$ cat config.mk
export PLATFORM = sky130hd
export DESIGN_NAME = example_01_driver
export DESIGN_NICKNAME = d
export VERILOG_FILES = /design/src/rtl/example_01_driver.sv
export SDC_FILE = /design/constraint.sdc
export NUM_CORES = 1
export LEC_CHECK = 0
export ABC_CLOCK_PERIOD_IN_PS = 3200
export CAP_MARGIN = 20
export CORE_MARGIN = 2
export CORE_UTILIZATION = 40
export CTS_BUF_LIST = sky130_fd_sc_hd__clkbuf_4 sky130_fd_sc_hd__clkbuf_8 sky130_fd_sc_hd__clkbuf_16
export DETAILED_ROUTE_END_ITERATION = 10
export SLEW_MARGIN = 20
export SYNTH_ARGS = -nofsm -noshare
export SYNTH_HDL_FRONTEND = slang
export SYNTH_SLANG_ARGS = --single-unit
$ cat constraint.sdc
create_clock -name clk -period 3.2 [get_ports clk]
set_input_delay 0.96 -clock clk [delete_from_list [all_inputs] [get_ports clk]]
set_output_delay 0.96 -clock clk [all_outputs]
set_load 0.1 [all_outputs]
$ cat src/rtl/example_01_driver.sv
// example_01_driver
// Initiator-side sequencer for the A/B/C/D -> Q handshake FSM. When a start
// pulse arrives it walks the target through Q = 0 -> 1 -> 2 -> 3 -> 4 -> 0.
// Each step waits for the target's Q to show the expected value, then moves on.
// At the end it reports either a one-cycle done pulse or a sticky error.
//
// Ports:
//   clk        rising-edge clock, shared with the target FSM
//   rst        asynchronous, active-high reset
//   start      single-cycle request to run one full sequence
//   Q[2:0]     target FSM state code (acknowledgement feedback)
//   A, B, C    single-bit stimulus to the target
//   D[3:0]     4-bit stimulus to the target
//   busy       high while a sequence is in progress
//   done       one-cycle pulse on successful completion
//   err        sticky error flag
//   errStep    step at which the error occurred (0 = bad Q at start)
//   errTimeout 1 = step timed out, 0 = illegal Q value seen
module example_01_driver #(
  parameter  int TIMEOUT = 16,
  localparam int TW      = $clog2(TIMEOUT + 1)
) (
  input  logic       clk,
  input  logic       rst,
  input  logic       start,
  input  logic [2:0] Q,
  output logic       A,
  output logic       B,
  output logic       C,
  output logic [3:0] D,
  output logic       busy,
  output logic       done,
  output logic       err,
  output logic [2:0] errStep,
  output logic       errTimeout
);

  typedef enum logic [2:0] {
    IDLE   = 3'd0,
    ST_A   = 3'd1,
    ST_D1  = 3'd2,
    ST_ABC = 3'd3,
    ST_DF  = 3'd4,
    ST_RET = 3'd5,
    ERR    = 3'd6
  } state_t;

  state_t        state_reg, state_next;
  logic [TW-1:0] timer_reg, timer_next;
  logic          done_next;
  logic          err_next;
  logic [2:0]    err_step_next;
  logic          err_timeout_next;

  // Per-step decode: step number, Q we are waiting for, Q the target should
  // still show until it acknowledges, and where to go on acknowledgement.
  logic [2:0] step;
  logic [2:0] exp_q;
  logic [2:0] prev_q;
  state_t     adv_state;

  always_comb begin
    step      = 3'd0;
    exp_q     = 3'd0;
    prev_q    = 3'd0;
    adv_state = IDLE;
    case (state_reg)
      ST_A:   begin step = 3'd1; exp_q = 3'd1; prev_q = 3'd0; adv_state = ST_D1;  end
      ST_D1:  begin step = 3'd2; exp_q = 3'd2; prev_q = 3'd1; adv_state = ST_ABC; end
      ST_ABC: begin step = 3'd3; exp_q = 3'd3; prev_q = 3'd2; adv_state = ST_DF;  end
      ST_DF:  begin step = 3'd4; exp_q = 3'd4; prev_q = 3'd3; adv_state = ST_RET; end
      ST_RET: begin step = 3'd5; exp_q = 3'd0; prev_q = 3'd4; adv_state = IDLE;   end
      default: ;
    endcase
  end

  always_comb begin
    state_next       = state_reg;
    timer_next       = timer_reg;
    done_next        = 1'b0;
    err_next         = err;
    err_step_next    = errStep;
    err_timeout_next = errTimeout;

    case (state_reg)
      // A start in ERR clears the error and is then handled exactly as it
      // would be from IDLE, all in the same cycle.
      IDLE, ERR: begin
        timer_next = '0;
        if (start) begin
          err_step_next    = 3'd0;
          err_timeout_next = 1'b0;
          if (Q == 3'd0) begin
            state_next = ST_A;
            err_next   = 1'b0;
          end else begin
            state_next = ERR;
            err_next   = 1'b1;
          end
        end
      end

      // Drive steps. The match is checked first, so an acknowledgement that
      // lands on the last timer count still advances.
      ST_A, ST_D1, ST_ABC, ST_DF, ST_RET: begin
        if (Q == exp_q) begin
          state_next = adv_state;
          timer_next = '0;
          done_next  = (state_reg == ST_RET);
        end else if (Q != prev_q) begin
          state_next       = ERR;
          timer_next       = '0;
          err_next         = 1'b1;
          err_step_next    = step;
          err_timeout_next = 1'b0;
        end else if (timer_reg == TW'(TIMEOUT - 1)) begin
          state_next       = ERR;
          timer_next       = '0;
          err_next         = 1'b1;
          err_step_next    = step;
          err_timeout_next = 1'b1;
        end else begin
          timer_next = timer_reg + TW'(1);
        end
      end

      default: begin
        state_next = IDLE;
        timer_next = '0;
      end
    endcase
  end

  always_ff @(posedge clk or posedge rst) begin
    if (rst) begin
      state_reg  <= IDLE;
      timer_reg  <= '0;
      done       <= 1'b0;
      err        <= 1'b0;
      errStep    <= 3'd0;
      errTimeout <= 1'b0;
    end else begin
      state_reg  <= state_next;
      timer_reg  <= timer_next;
      done       <= done_next;
      err        <= err_next;
      errStep    <= err_step_next;
      errTimeout <= err_timeout_next;
    end
  end

  // Stimulus and busy are decoded straight from the state register.
  assign A    = (state_reg == ST_A) || (state_reg == ST_ABC);
  assign B    = (state_reg == ST_ABC);
  assign C    = (state_reg == ST_ABC);
  assign D    = (state_reg == ST_D1) ? 4'b0001 :
                (state_reg == ST_DF) ? 4'b1111 : 4'b0000;
  assign busy = (state_reg == ST_A)   || (state_reg == ST_D1) ||
                (state_reg == ST_ABC) || (state_reg == ST_DF) ||
                (state_reg == ST_RET);

endmodule

=== Word-level counts from Yosys, hierarchy flattened ===
Index checks and enable logic that the tools add are counted.

* Output and inout port bits: 14
* Latch bits: 0
* Memories: 0
* Register bits after elaboration: 14
* Memory bits (writable): 0
* Memory bits (read-only): 0

* Divide/modulo/power cells: 0
* Reduce and logical (&&, ||, !) cells: 12
* $mul: 0
* Shift-type cells: 0
* Add/subtract/negate cells: 1
* Equality and inequality tests: 13
* Multiplexer cells: 33
* Order comparisons: 0
* Bitwise logic cells: 0

{| class="wikitable"
|+ Operators with widths
! cell !! number
|-
| one-hot mux 3 bit (4 select lines) || 3
|-
| two-way mux 3 bit || 9
|-
| two-way mux 5 bit || 4
|-
| one-hot mux 3 bit (5 select lines) || 1
|-
| one-hot mux 3 bit (2 select lines) || 2
|-
| two-way mux 1 bit || 10
|-
| equality test 3 bit (second input constant) || 3
|-
| two-way mux 4 bit || 2
|-
| equality test 3 x 2 -> 1 bit (second input constant) || 2
|-
| zero test 3 bit || 2
|-
| adder 5 x 1 -> 5 bit (second input constant) || 1
|-
| equality test 5 x 4 -> 1 bit (second input constant) || 1
|-
| logical OR 1 bit || 5
|-
| OR reduction 5 bit || 1
|-
| != test 2 bit (second input constant) || 2
|-
| != test 4 bit (second input constant) || 1
|-
| one-hot mux 1 bit (2 select lines) || 2
|-
| AND reduction 4 bit || 1
|-
| equality test 3 x 1 -> 1 bit (second input constant) || 1
|-
| equality test 3 bit || 1
|-
| != test 3 bit || 1
|-
| != test 3 bit (second input constant) || 1
|-
| AND reduction 2 bit || 1
|-
| nonzero test 2 bit || 1
|-
| OR reduction 2 bit || 1
|}

=== Longest topological paths before layout ===
* Word-level depth: 6
* Mapped depth: 7
* Mapped depth without buffers: 6

=== Worst setup path after synthesis ===
Ideal clock, no wire load.

* Kind: reg-to-output
* Start point: reg state_reg[2]
* End point: out D[2]
* Path slack: -1214 ps
* Arrival: 3454 ps
* Stages on the path, launching flop included: 3
* Cells stage by stage: dfrtp_1 nor3b_1 buf_4

* Longest elaborated chain between the ends: 3

{| class="wikitable"
|+ RTL lines
! item !! RTL line !! source
|-
| from (decl) || 48 || <nowiki>state_t state_reg, state_next;</nowiki>
|-
| from (signal assigned) || 143 || <nowiki>state_reg <= state_next;</nowiki>
|-
| equality test 3 bit || 157 || <nowiki>(state_reg == ST_DF) ? 4'b1111 : 4'b0000;</nowiki>
|-
| two-way mux 4 bit || 157 ||
|-
| two-way mux 4 bit (*) || 156 || <nowiki>assign D = (state_reg == ST_D1) ? 4'b0001 :</nowiki>
|-
| to (decl) || 30 || <nowiki>output logic [3:0] D,</nowiki>
|}

Mark *: on every way between the ends. The rest lies on a longest branch, timed or not.

=== Final worst setup path ===
* Start point: reg state_reg[2]
* End point: out D[0]

The elaborated chain is that of the path after synthesis.

==> results.tsv <==
stage	metric	value	unit
outcome	status	complete, no violations	
clock_tree	htreeDepth	1	
sta	fin_ws	351	ps
yosys	synth.cell_area	0.00108	mm2
routing	route.detailed.wl_per_inst	13.7	um
sta	max_freq	0.351	GHz
clock_tree	ctsLongestPathBuffers	2	
setup_path	crit_type	reg2out	
clock_tree	tritoncts	done	
flow_run	cap_violations	0	
sta	slew_viol_final	0	
cells_and_area	final_common_cell	nor2_1	
yosys	yosys.area.top_type_share	0.323	
placement	pre_cts_ws	155	ps
sta	rsz0062_at_grt	false	
yosys	synth_seq_cells	14	
clock_tree	cts_hold_buf	0	
power	pwr-share-clk	0.098	
sta	maxSlewHeadroom	0.498	
clock_tree	ctsResizeCount	0	
yosys	yosys_warnings	0	
setup_path	start_kind	flip-flop	
routing	ant_nets	0	
cells_and_area	stdcell_count	168	
yosys	syn_avg_cell_area	8.81	um2
floorplan	initial_utilization	0.430	
setup_path	end_kind	output pin	
yosys	syn_nets	130	
sta	min_period_over_period	0.890	
yosys	synth_top_area_cell	dfrtp_1	
power	comb_power_share	0.670	
floorplan	io-pin-count	20	
placement	port_buffers	19	
routing	vias	929	
routing	avgViaCountPerCell	5.53	
setup_path	cp_data_required_time	2240	ps
clock_tree	clkLatencyLatePin	280	ps
yosys	synth_edf_count	0	
routing	drc	0	
routing	drt_iter0_drc	17	
setup_path	cp.arrival	1890	ps
yosys	synth_cell_types	43	
power	p_per_area	977	mW/mm2
cells_and_area	area_growth	20.7	%
global_route	grt_max_degree	25	
sta	finalCriticalPeriod	2850	ps
clock_tree	cts.sinks	14	
routing	dr.pass1.iters	4	
global_route	grt_pass1_wl	3810	um
routing	routed_wl	2300	um
clock_tree	cts_buffers	3	
global_route	grt_remaining_overflow	0	
clock_tree	clockRootBuffer	clkbuf_4	
cells_and_area	nNetsFinal	146	
placement	gp_congestion	0.775	
power	p_leak	0.000566	uW
yosys	synth.area.top_cells	dfrtp_1 (32%), nor2_1 (5.2%), nor3_1 (4.2%), buf_6 (4.2%), mux2i_1 (3.7%)	
cells_and_area	postLayoutCoreUtil	0.518	
sta	tightest_slew	754	ps
floorplan	num_rows	18	
power	swShare	0.562	
clock_tree	cts_setup_buffers	0	
sta	fin_skew	6.23	ps
cells_and_area	antenna_cells	0	
power	p_int	559	uW
global_route	grt_usage	0.149	
power	p_switching	719	uW
cells_and_area	layout_common_cells	nor2_1 (15), dfrtp_1 (14), buf_4 (13)	
cells_and_area	drive_gt1_frac	0.232	
floorplan	die_area	0.00314	mm2
clock_tree	clk_pin_slew	90	ps
setup_path	crit_fanout	24	
sta	setup_viol	0	
worst_hold_path	hold_path.class	reg2reg	
global_route	antenna_found_initial	0	
cells_and_area	largest_reg_flops	5	
global_route	first_global_vias	806	
power	pwr-share-seq	0.233	
floorplan	die_h	56.0	um
yosys	synthArstFlopShare	1.00	
sta	setup_tns	0	ps
yosys	ys_seq_area_frac	0.323	
sta	finalHoldViolCount	0	
yosys	synthCells	123	
placement	dp_hpwl	1710	um
yosys	synth-main-ff-cell	dfrtp_1	
floorplan	die_w	56.0	um
power	ir_drop	711	uV
placement	place_inst	164	
floorplan	core	0.00252	mm2
worst max-delay path, stage by stage, from the launching register on:
cell      delay (ps)
dfrtp_1          840
nand2b_1         260
a21oi_1          290
buf_12           210
path summary, 6_finish.rpt:
path	startpoint	end	slack, ps	cells after the start
worst min register to register	timer_reg[0]	timer_reg[0]	480	1
min in group asynchronous	rst	errStep[1]	1010	2
max in group asynchronous	rst	state_reg[1]	1830	2
worst max-delay path	state_reg[2]	D[0]	350	3
worst min-delay path	timer_reg[0]	timer_reg[0]	480	1
worst max register to register	state_reg[2]	errStep[1]	700	5
final cells by class:
type                       count  area (um2)
inverter                       6        22.5
tap                           30        37.5
timing repair buffer          22         228
clock buffer                   4        36.3
fill                         254        1210
multi-input combinational     92         633
sequential                    14         350
through the flow:
| stage | power, uW | cell area [um2] | hold slack, ps |
|---|---|---|---|
| floorplan | 975 | 1090 | 444 |
| global placement | 1150 | 1270 | 460 |
| detailed placement | 1150 | 1270 | 481 |
| CTS | 1280 | 1310 | 492 |
| global route | 1340 | 1310 | 521 |
| finish | 1280 | 1310 | 485 |
kinds of logic (layout without fill, tap and decap cells):
family	after synthesis	in the layout	share of synthesized area
and+or+nand+nor	61	61	0.314
AOI/OAI and AO/OA	20	20	0.157
buffers and inverters	17	32	0.103
DFF	14	14	0.323
xor gates and xnor gates	5	5	0.0404
muxes	5	5	0.0508
adders and majority gates	1	1	0.0115
layer usage:
layer | global-route usage | vias up | share of wire
met1 | 0.225 | 448 | 0.50
met5 | 0 | - | 0
li1 | - | 453 | -
met2 | 0.217 | 26 | 0.45
met3 | 0.0465 | 2 | 0.055
met4 | 0.0102 | 0 | 0.0026
cell usage after synthesis (2+ instances only):
| library cell | n |
|---|---|
| nor2b_1 | 4 |
| and2_1 | 3 |
| inv_1 | 6 |
| dfrtp_1 | 14 |
| nor3_1 | 9 |
| xor2_1 | 3 |
| o21a_1 | 2 |
| nand3_1 | 4 |
| a2bb2oi_1 | 2 |
| nand4_1 | 2 |
| nor3b_1 | 2 |
| xnor2_1 | 2 |
| a21oi_1 | 5 |
| nor2_1 | 15 |
| mux2i_1 | 4 |
| nand2_1 | 9 |
| buf_2 | 2 |
| and2_2 | 2 |
| buf_6 | 4 |
| buf_4 | 4 |
| nand2b_1 | 3 |
power by group through the flow:
| stage | Clock [uW] | Sequential [uW] | Combinational [uW] |
|---|---|---|---|
| after global placement | 0 | 298 | 854 |
| after detailed placement | 0 | 296 | 857 |
| final | 125 | 297 | 856 |
| after CTS | 130 | 293 | 859 |
| after global routing | 139 | 303 | 895 |
| after floorplan | 0 | 316 | 659 |
(Power assumes the default switching activity.)
